**config.mk**
```make
export PLATFORM = sky130hd
export DESIGN_NAME = spi_slave_mode
export DESIGN_NICKNAME = d
export VERILOG_FILES = /design/src/rtl/spi_slave_pkg.sv /design/src/rtl/spi_sync_edge.sv /design/src/rtl/spi_slave_mode.sv
export SDC_FILE = /design/constraint.sdc
export NUM_CORES = 1
export LEC_CHECK = 0
export BUFFER_PORTS_ARGS = -buffer_cell sky130_fd_sc_hd__buf_2
export CORE_UTILIZATION = 55
export DETAILED_ROUTE_END_ITERATION = 8
export PLACE_DENSITY = 0.87
export SLEW_MARGIN = 20
export SYNTH_ARGS = -nofsm -noshare
export SYNTH_HDL_FRONTEND = slang
export SYNTH_HIERARCHICAL = 1
export SYNTH_SLANG_ARGS = --single-unit
```
**constraint.sdc**
```tcl
create_clock -name clk -period 2.9 [get_ports clk]
set_input_delay 0.435 -clock clk [delete_from_list [all_inputs] [get_ports clk]]
set_output_delay 0.435 -clock clk [all_outputs]
set_load 0.02 [all_outputs]
```
**src/rtl/spi_slave_pkg.sv**
```systemverilog
// Shared types for the SPI slave: frame state encoding and the command-bit
// values carried in the first bit of every frame.
package spi_slave_pkg;

  typedef enum logic [2:0] {
    IDLE  = 3'd0,
    CMD   = 3'd1,
    WRITE = 3'd2,
    READ  = 3'd3,
    DONE  = 3'd4
  } state_t;

  localparam logic CMD_WRITE = 1'b0;
  localparam logic CMD_READ  = 1'b1;

endpackage

```
**src/rtl/spi_sync_edge.sv**
```systemverilog
// Multi-flop synchroniser for an asynchronous pin with single-cycle rise and
// fall pulses on the synchronised level.
//   clk, rst_n : system clock, asynchronous active-low reset
//   din        : asynchronous pin
//   rise, fall : one-clk pulses on synchronised 0->1 / 1->0 transitions
// Edges are suppressed until the chain has refilled with real pin samples after
// reset, so a pin that already sits away from RST_VAL does not look like a
// fresh edge.
module spi_sync_edge #(
  parameter int   SYNC_STAGES = 2,
  parameter logic RST_VAL     = 1'b0
) (
  input  logic clk,
  input  logic rst_n,
  input  logic din,
  output logic rise,
  output logic fall
);

  logic [SYNC_STAGES-1:0] sync_q;
  logic                   prev_q;
  logic [SYNC_STAGES:0]   vld_q;

  always_ff @(posedge clk or negedge rst_n) begin
    if (!rst_n) begin
      sync_q <= {SYNC_STAGES{RST_VAL}};
      prev_q <= RST_VAL;
      vld_q  <= '0;
    end else begin
      sync_q <= {sync_q[SYNC_STAGES-2:0], din};
      prev_q <= sync_q[SYNC_STAGES-1];
      vld_q  <= {vld_q[SYNC_STAGES-1:0], 1'b1};
    end
  end

  assign rise = vld_q[SYNC_STAGES] &  sync_q[SYNC_STAGES-1] & ~prev_q;
  assign fall = vld_q[SYNC_STAGES] & ~sync_q[SYNC_STAGES-1] &  prev_q;

endmodule

```
**src/rtl/spi_slave_mode.sv**
```systemverilog
// Oversampled SPI slave, all four CPOL/CPHA modes. Each frame is one command
// bit (0 = write, 1 = read) followed by DATA_W payload bits, MSB first.
// Received words leave on rx_data/rx_valid/rx_ready; words to return enter a
// one-deep holding register through tx_data/tx_valid/tx_ready.
//   clk, rst_n         : system clock (>= 4x SCLK), async active-low reset
//   sclk, ss_n, mosi   : SPI pins, asynchronous to clk
//   miso, miso_oe      : serial data out and its pad output enable
//   rx_data, rx_valid, rx_ready : received write word handshake
//   tx_data, tx_valid, tx_ready : read-return word handshake
//   busy               : a frame is in progress
//   overrun            : sticky RX overrun (only with SPI_SLAVE_OVERRUN_EN)
// Build option: define SPI_SLAVE_OVERRUN_EN to drop words that complete while
// rx_valid is still set and flag it on `overrun`; otherwise new words overwrite.
module spi_slave_mode
  import spi_slave_pkg::*;
#(
  parameter int DATA_W      = 8,
  parameter int CPOL        = 0,
  parameter int CPHA        = 0,
  parameter int SYNC_STAGES = 2
) (
  input  logic              clk,
  input  logic              rst_n,
  input  logic              sclk,
  input  logic              ss_n,
  input  logic              mosi,
  output logic              miso,
  output logic              miso_oe,
  output logic [DATA_W-1:0] rx_data,
  output logic              rx_valid,
  input  logic              rx_ready,
  input  logic [DATA_W-1:0] tx_data,
  input  logic              tx_valid,
  output logic              tx_ready,
  output logic              busy
`ifdef SPI_SLAVE_OVERRUN_EN
  ,
  output logic              overrun
`endif
);

  localparam int              CNT_W    = $clog2(DATA_W + 1);
  localparam logic [CNT_W-1:0] CNT_MAX  = CNT_W'(DATA_W);
  localparam logic [CNT_W-1:0] CNT_LAST = CNT_W'(DATA_W - 1);

  state_t                 state, state_nxt;
  logic                   sclk_rise, sclk_fall, ss_rise, ss_fall;
  logic [SYNC_STAGES-1:0] mosi_sync_q;
  logic                   mosi_s;
  logic                   lead_edge, trail_edge, sample_edge, shift_edge;
  logic [CNT_W-1:0]       bit_cnt;
  logic [DATA_W-1:0]      shift_q, tx_hold, wr_word;
  logic                   tx_full, rd_frame_q, miso_q;
  logic                   rd_consume, wr_done, tx_accept, rx_take;

  function automatic logic [CNT_W-1:0] sat_inc(input logic [CNT_W-1:0] v);
    return (v == CNT_MAX) ? v : v + 1'b1;
  endfunction

  // Pin synchronisers
  spi_sync_edge #(.SYNC_STAGES(SYNC_STAGES), .RST_VAL(CPOL != 0)) u_sclk_sync (
    .clk(clk), .rst_n(rst_n), .din(sclk), .rise(sclk_rise), .fall(sclk_fall)
  );

  spi_sync_edge #(.SYNC_STAGES(SYNC_STAGES), .RST_VAL(1'b1)) u_ss_sync (
    .clk(clk), .rst_n(rst_n), .din(ss_n), .rise(ss_rise), .fall(ss_fall)
  );

  // mosi only needs its level; its chain matches sclk so data and edge align.
  always_ff @(posedge clk or negedge rst_n) begin
    if (!rst_n) mosi_sync_q <= '0;
    else        mosi_sync_q <= {mosi_sync_q[SYNC_STAGES-2:0], mosi};
  end
  assign mosi_s = mosi_sync_q[SYNC_STAGES-1];

  // Edge classification: leading = away from the idle level
  assign lead_edge   = (CPOL != 0) ? sclk_fall : sclk_rise;
  assign trail_edge  = (CPOL != 0) ? sclk_rise : sclk_fall;
  assign sample_edge = (CPHA != 0) ? trail_edge : lead_edge;
  assign shift_edge  = (CPHA != 0) ? lead_edge  : trail_edge;

  // An ss_n rise in the same cycle as a sample always wins (frame aborted).
  assign rd_consume = (state == CMD) && sample_edge && !ss_rise && (mosi_s == CMD_READ);
  assign wr_done    = (state == WRITE) && sample_edge && !ss_rise && (bit_cnt == CNT_LAST);
  assign wr_word    = {shift_q[DATA_W-2:0], mosi_s};
  assign tx_accept  = tx_valid && !tx_full;
  assign rx_take    = rx_valid && rx_ready;

  // Frame FSM: state register
  always_ff @(posedge clk or negedge rst_n) begin
    if (!rst_n) state <= IDLE;
    else        state <= state_nxt;
  end

  // Frame FSM: next state
  always_comb begin
    state_nxt = state;
    case (state)
      IDLE:  if (ss_fall) state_nxt = CMD;
      CMD:   if (ss_rise) state_nxt = IDLE;
             else if (sample_edge) state_nxt = (mosi_s == CMD_WRITE) ? WRITE : READ;
      WRITE: if (ss_rise) state_nxt = IDLE;
             else if (wr_done) state_nxt = DONE;
      READ:  if (ss_rise) state_nxt = IDLE;
             else if (sample_edge && (bit_cnt == CNT_MAX)) state_nxt = DONE;
      DONE:  if (ss_rise) state_nxt = IDLE;
      default: state_nxt = IDLE;
    endcase
  end

  // Frame FSM: outputs
  always_comb begin
    busy    = (state != IDLE);
    miso_oe = (state == READ) || ((state == DONE) && rd_frame_q);
  end

  assign miso     = miso_q;
  assign tx_ready = !tx_full;

  // Control and externally visible registers
  always_ff @(posedge clk or negedge rst_n) begin
    if (!rst_n) begin
      bit_cnt    <= '0;
      rd_frame_q <= 1'b0;
      miso_q     <= 1'b0;
      tx_full    <= 1'b0;
      rx_valid   <= 1'b0;
      rx_data    <= '0;
`ifdef SPI_SLAVE_OVERRUN_EN
      overrun    <= 1'b0;
`endif
    end else begin
      if ((state == IDLE) && ss_fall) begin
        bit_cnt    <= '0;
        rd_frame_q <= 1'b0;
      end else if (((state == WRITE) && sample_edge) || ((state == READ) && shift_edge)) begin
        bit_cnt <= sat_inc(bit_cnt);
      end

      if (rd_consume) rd_frame_q <= 1'b1;

      if ((state == READ) && shift_edge && (bit_cnt != CNT_MAX)) miso_q <= shift_q[DATA_W-1];

      // A word offered in the consume cycle is stored; the consume saw empty.
      if (tx_accept)       tx_full <= 1'b1;
      else if (rd_consume) tx_full <= 1'b0;

`ifdef SPI_SLAVE_OVERRUN_EN
      if (wr_done && (!rx_valid || rx_take)) begin
        rx_data  <= wr_word;
        rx_valid <= 1'b1;
      end else if (rx_take) begin
        rx_valid <= 1'b0;
      end
      if (rx_take)                  overrun <= 1'b0;
      else if (wr_done && rx_valid) overrun <= 1'b1;
`else
      if (wr_done) begin
        rx_data  <= wr_word;
        rx_valid <= 1'b1;
      end else if (rx_take) begin
        rx_valid <= 1'b0;
      end
`endif
    end
  end

  // Shift and holding registers (data path, no reset)
  always_ff @(posedge clk) begin
    if (rd_consume)                          shift_q <= tx_full ? tx_hold : '0;
    else if ((state == WRITE) && sample_edge) shift_q <= wr_word;
    else if ((state == READ) && shift_edge)   shift_q <= {shift_q[DATA_W-2:0], 1'b0};

    if (tx_accept) tx_hold <= tx_data;
  end

endmodule

```
==> impl_metrics.toml <==
[outcome]
status = "finished, final reports clean"

[clocking]
clk_pin_slew_worst_paths_ns = 0.14
insertion_delay_ns = 0.35
post_cts_buffers = 0
clk_path_buf_depth = 2
cts_max_level = 2
cts_sinks = 49
cts_tree = "built"
holdBufCountCts = 0
clockRootBuffer = "clkbuf_4"
cts_resized = 0
cts-buffers-inserted = 5

[yosys]
synth_top_area_cell = "dfrtp_1"
synth_edf_count = 16
yosysWarningCount = 6
synthTopCellsByArea = "dfrtp_1, edfxtp_1, mux2_2"
avgSynthCellArea_um2 = 13.04
syn_inst = 149
syn_area_mm2 = 0.001943
ys_ff_latch = 49
yosysTopAreaCellShare_pct = 38.63
synth_ff_type = "dfrtp_1"
ys_seq_area_share_pct = 67.42
async_flop_share_pct = 67.35
syn_nets = 166
ys_types = 37

[layout]
final_util_pct = 64.14
fill_cells = 279
finalNetCount = 196
layout_commonest_cell = "dfrtp_1"
n_antenna_cell = 0
drive_above_1_share_pct = 27.78
layout_common_cells = "dfrtp_1, buf_2, nand2_1"
synthToLayoutAreaGrowth_pct = 11.01

[setup_path]
reg2reg_depth = 4
cp.arrival_ns = 2.33
regToRegSetupSlack_ns = 0.57
critPathSlowestCell = "or3_1"
crit_type = "reg -> reg"
cp_slowest_stage_delay_ns = 0.57
critPathTopFamily = "simple AND/OR/NAND/NOR gates"
cp_max_fo = 17
reg2reg_from = "u_ss_sync/prev_q"
worst_r2r_endpoint = "shift_q[7]"
critPathCaptureType = "register"
start_kind = "register"
cp_cell_sequence = "and3b_1, nand2b_1, or3_1, o21ai_0"
critPathRequiredTime_ns = 2.90
crit_path_start = "u_ss_sync/prev_q"
path_buf_inv = 0

[routing]
drtIter0Drc = 39
ant_nets = 0
viasPerCell = 5.296
drc = 0
first_pass_iters = 5
avgRoutedWirePerCell_um = 13.86
wl_um = 3132
vias = 1197

[die]
fp.dieW_um = 61.44
ios = 28
dieArea_mm2 = 0.003775
placementRows = 21
initial_core_util_pct = 57.78
core_mm2 = 0.003363
die_h_um = 61.44

[sta]
hold_viol = 0
worst_pin_slew_ns = 0.9448
slew_headroom_pct = 36.35
timing.fmax_mhz = 428.7
slew_viol_final = 0
min_period_ns = 2.333
period_share_pct = 80.43
rsz0062_at_grt = "false"
whs_ns = 0.1227
setup_viol = 0
final.setup_skew_ns = 0.01652
setup_tns_ns = 0

[pwr]
p_sw_share_pct = 31.96
leakage_nw = 1.016
power.share.clock_pct = 19.6
powerDensity_mw_per_mm2 = 711.6
p_int_mw = 1.044
pwr-share-comb_pct = 21.2
p_sw_uw = 490.5
ir_worst_vdd_mv = 0.5136
seq_power_share_pct = 59.2

[placed_design]
port_buffers = 27
dp_hpwl_um = 2263
place.gp.congestion = 1.042

[global_route]
grt.overflow.total = 0
grt_pass1_wl_um = 4816
antenna_found_initial = 0
grt_max_degree = 34
grtUsageTotal_pct = 18.36
grt_pass1_vias = 1077

[min_path]
min_path_type = "in -> async"

[flow_run]
maxCapViolCount = 0
-- worst reg2reg max path: stages (launching register included) --
cell	delay (ns)
dfstp_2	0.54
and3b_1	0.21
nand2b_1	0.21
or3_1	0.57
o21ai_0	0.46
-- cell type report --
class                   count  area (µm²)  share of cell area (%)
clock buffers               6       41.29                   1.914
well taps                  46       57.56                   2.668
multi-input cells          90       576.8                   26.74
clock inverters             2       13.76                  0.6381
repair buffers             27       135.1                   6.265
flip-flops and latches     49        1310                   60.73
inverters                   6       22.52                   1.044
-- through the flow --
| step | worst slack [ns] | power (mW) | cells | area, µm² |
|---|---|---|---|---|
| after global placement | 0.6517 | 1.220 | 218 | 2102 |
| after detailed placement | 0.5490 | 1.245 | 218 | 2102 |
| final | 0.5674 | 1.535 | 226 | 2157 |
| after global routing | 0.4537 | 1.629 | 226 | 2157 |
| after floorplan | 0.7623 | 1.139 | 149 | 1943 |
| after CTS | 0.5526 | 1.539 | 226 | 2157 |
-- power by group through the flow --
stage / sequential, mW / combinational [mW] / clock [mW]
2_1_floorplan: 0.899 / 0.240 / 0
4_1_cts: 0.906 / 0.326 / 0.307
6_report: 0.908 / 0.326 / 0.301
3_5_place_dp: 0.920 / 0.325 / 0
5_1_grt: 0.921 / 0.364 / 0.344
3_3_place_gp: 0.912 / 0.308 / 0
-- logic make-up after synthesis --
| family | after synthesis | synth area share, % |
|---|---|---|
| fa+ha+maj | 2 | 1.288 |
| buf+inv | 10 | 2.897 |
| compound gates | 20 | 6.247 |
| mux | 11 | 6.246 |
| other cells | 2 | 0.3865 |
| simple gates | 53 | 14.62 |
| xor+xnor | 2 | 0.9016 |
| flops | 49 | 67.42 |
-- synthesized netlist by cell type, drive strengths merged, types with 2 or more instances --
cell type and number:
a21oi 4, a31oi 2, and2b 2, and3b 4
buf 3, conb 2, dfrtp 30, dfstp 3
edfxtp 16, ha 2, inv 6, mux2 9
mux2i 2, nand2 22, nand2b 3, nand3 3
nand3b 3, nor2 8, nor3 2, o21ai 9
xnor2 2
-- routing by layer --
layer	track usage (%)	vias to the layer above	routed length, µm
met5	0	-	0
met3	4.832	11	151
met4	9.206	0	88
li1	-	574	-
met2	28.73	46	1529
met1	23.97	566	1363
-- sequential cells by signal, summed over array words and instances, names as in the netlist --
signal,count
rx_data,8
shift_q,8
tx_hold,8
bit_cnt,4
state,3
u_sclk_sync/vld_q,3
u_ss_sync/vld_q,3
mosi_sync_q,2
u_sclk_sync/sync_q,2
u_ss_sync/sync_q,2
miso,1
rd_frame_q,1
rx_valid,1
tx_full,1
u_sclk_sync/prev_q,1
u_ss_sync/prev_q,1
-- how the worst max path moves through the flow --
stage	slack, ns	cells after the start	end
floorplan	0.76	6	shift_q[0]
global placement	0.65	4	shift_q[3]
detailed placement	0.55	4	shift_q[2]
CTS	0.55	4	shift_q[7]
global route	0.45	4	shift_q[0]
finish	0.57	4	shift_q[7]
(Power assumes the default switching activity.)
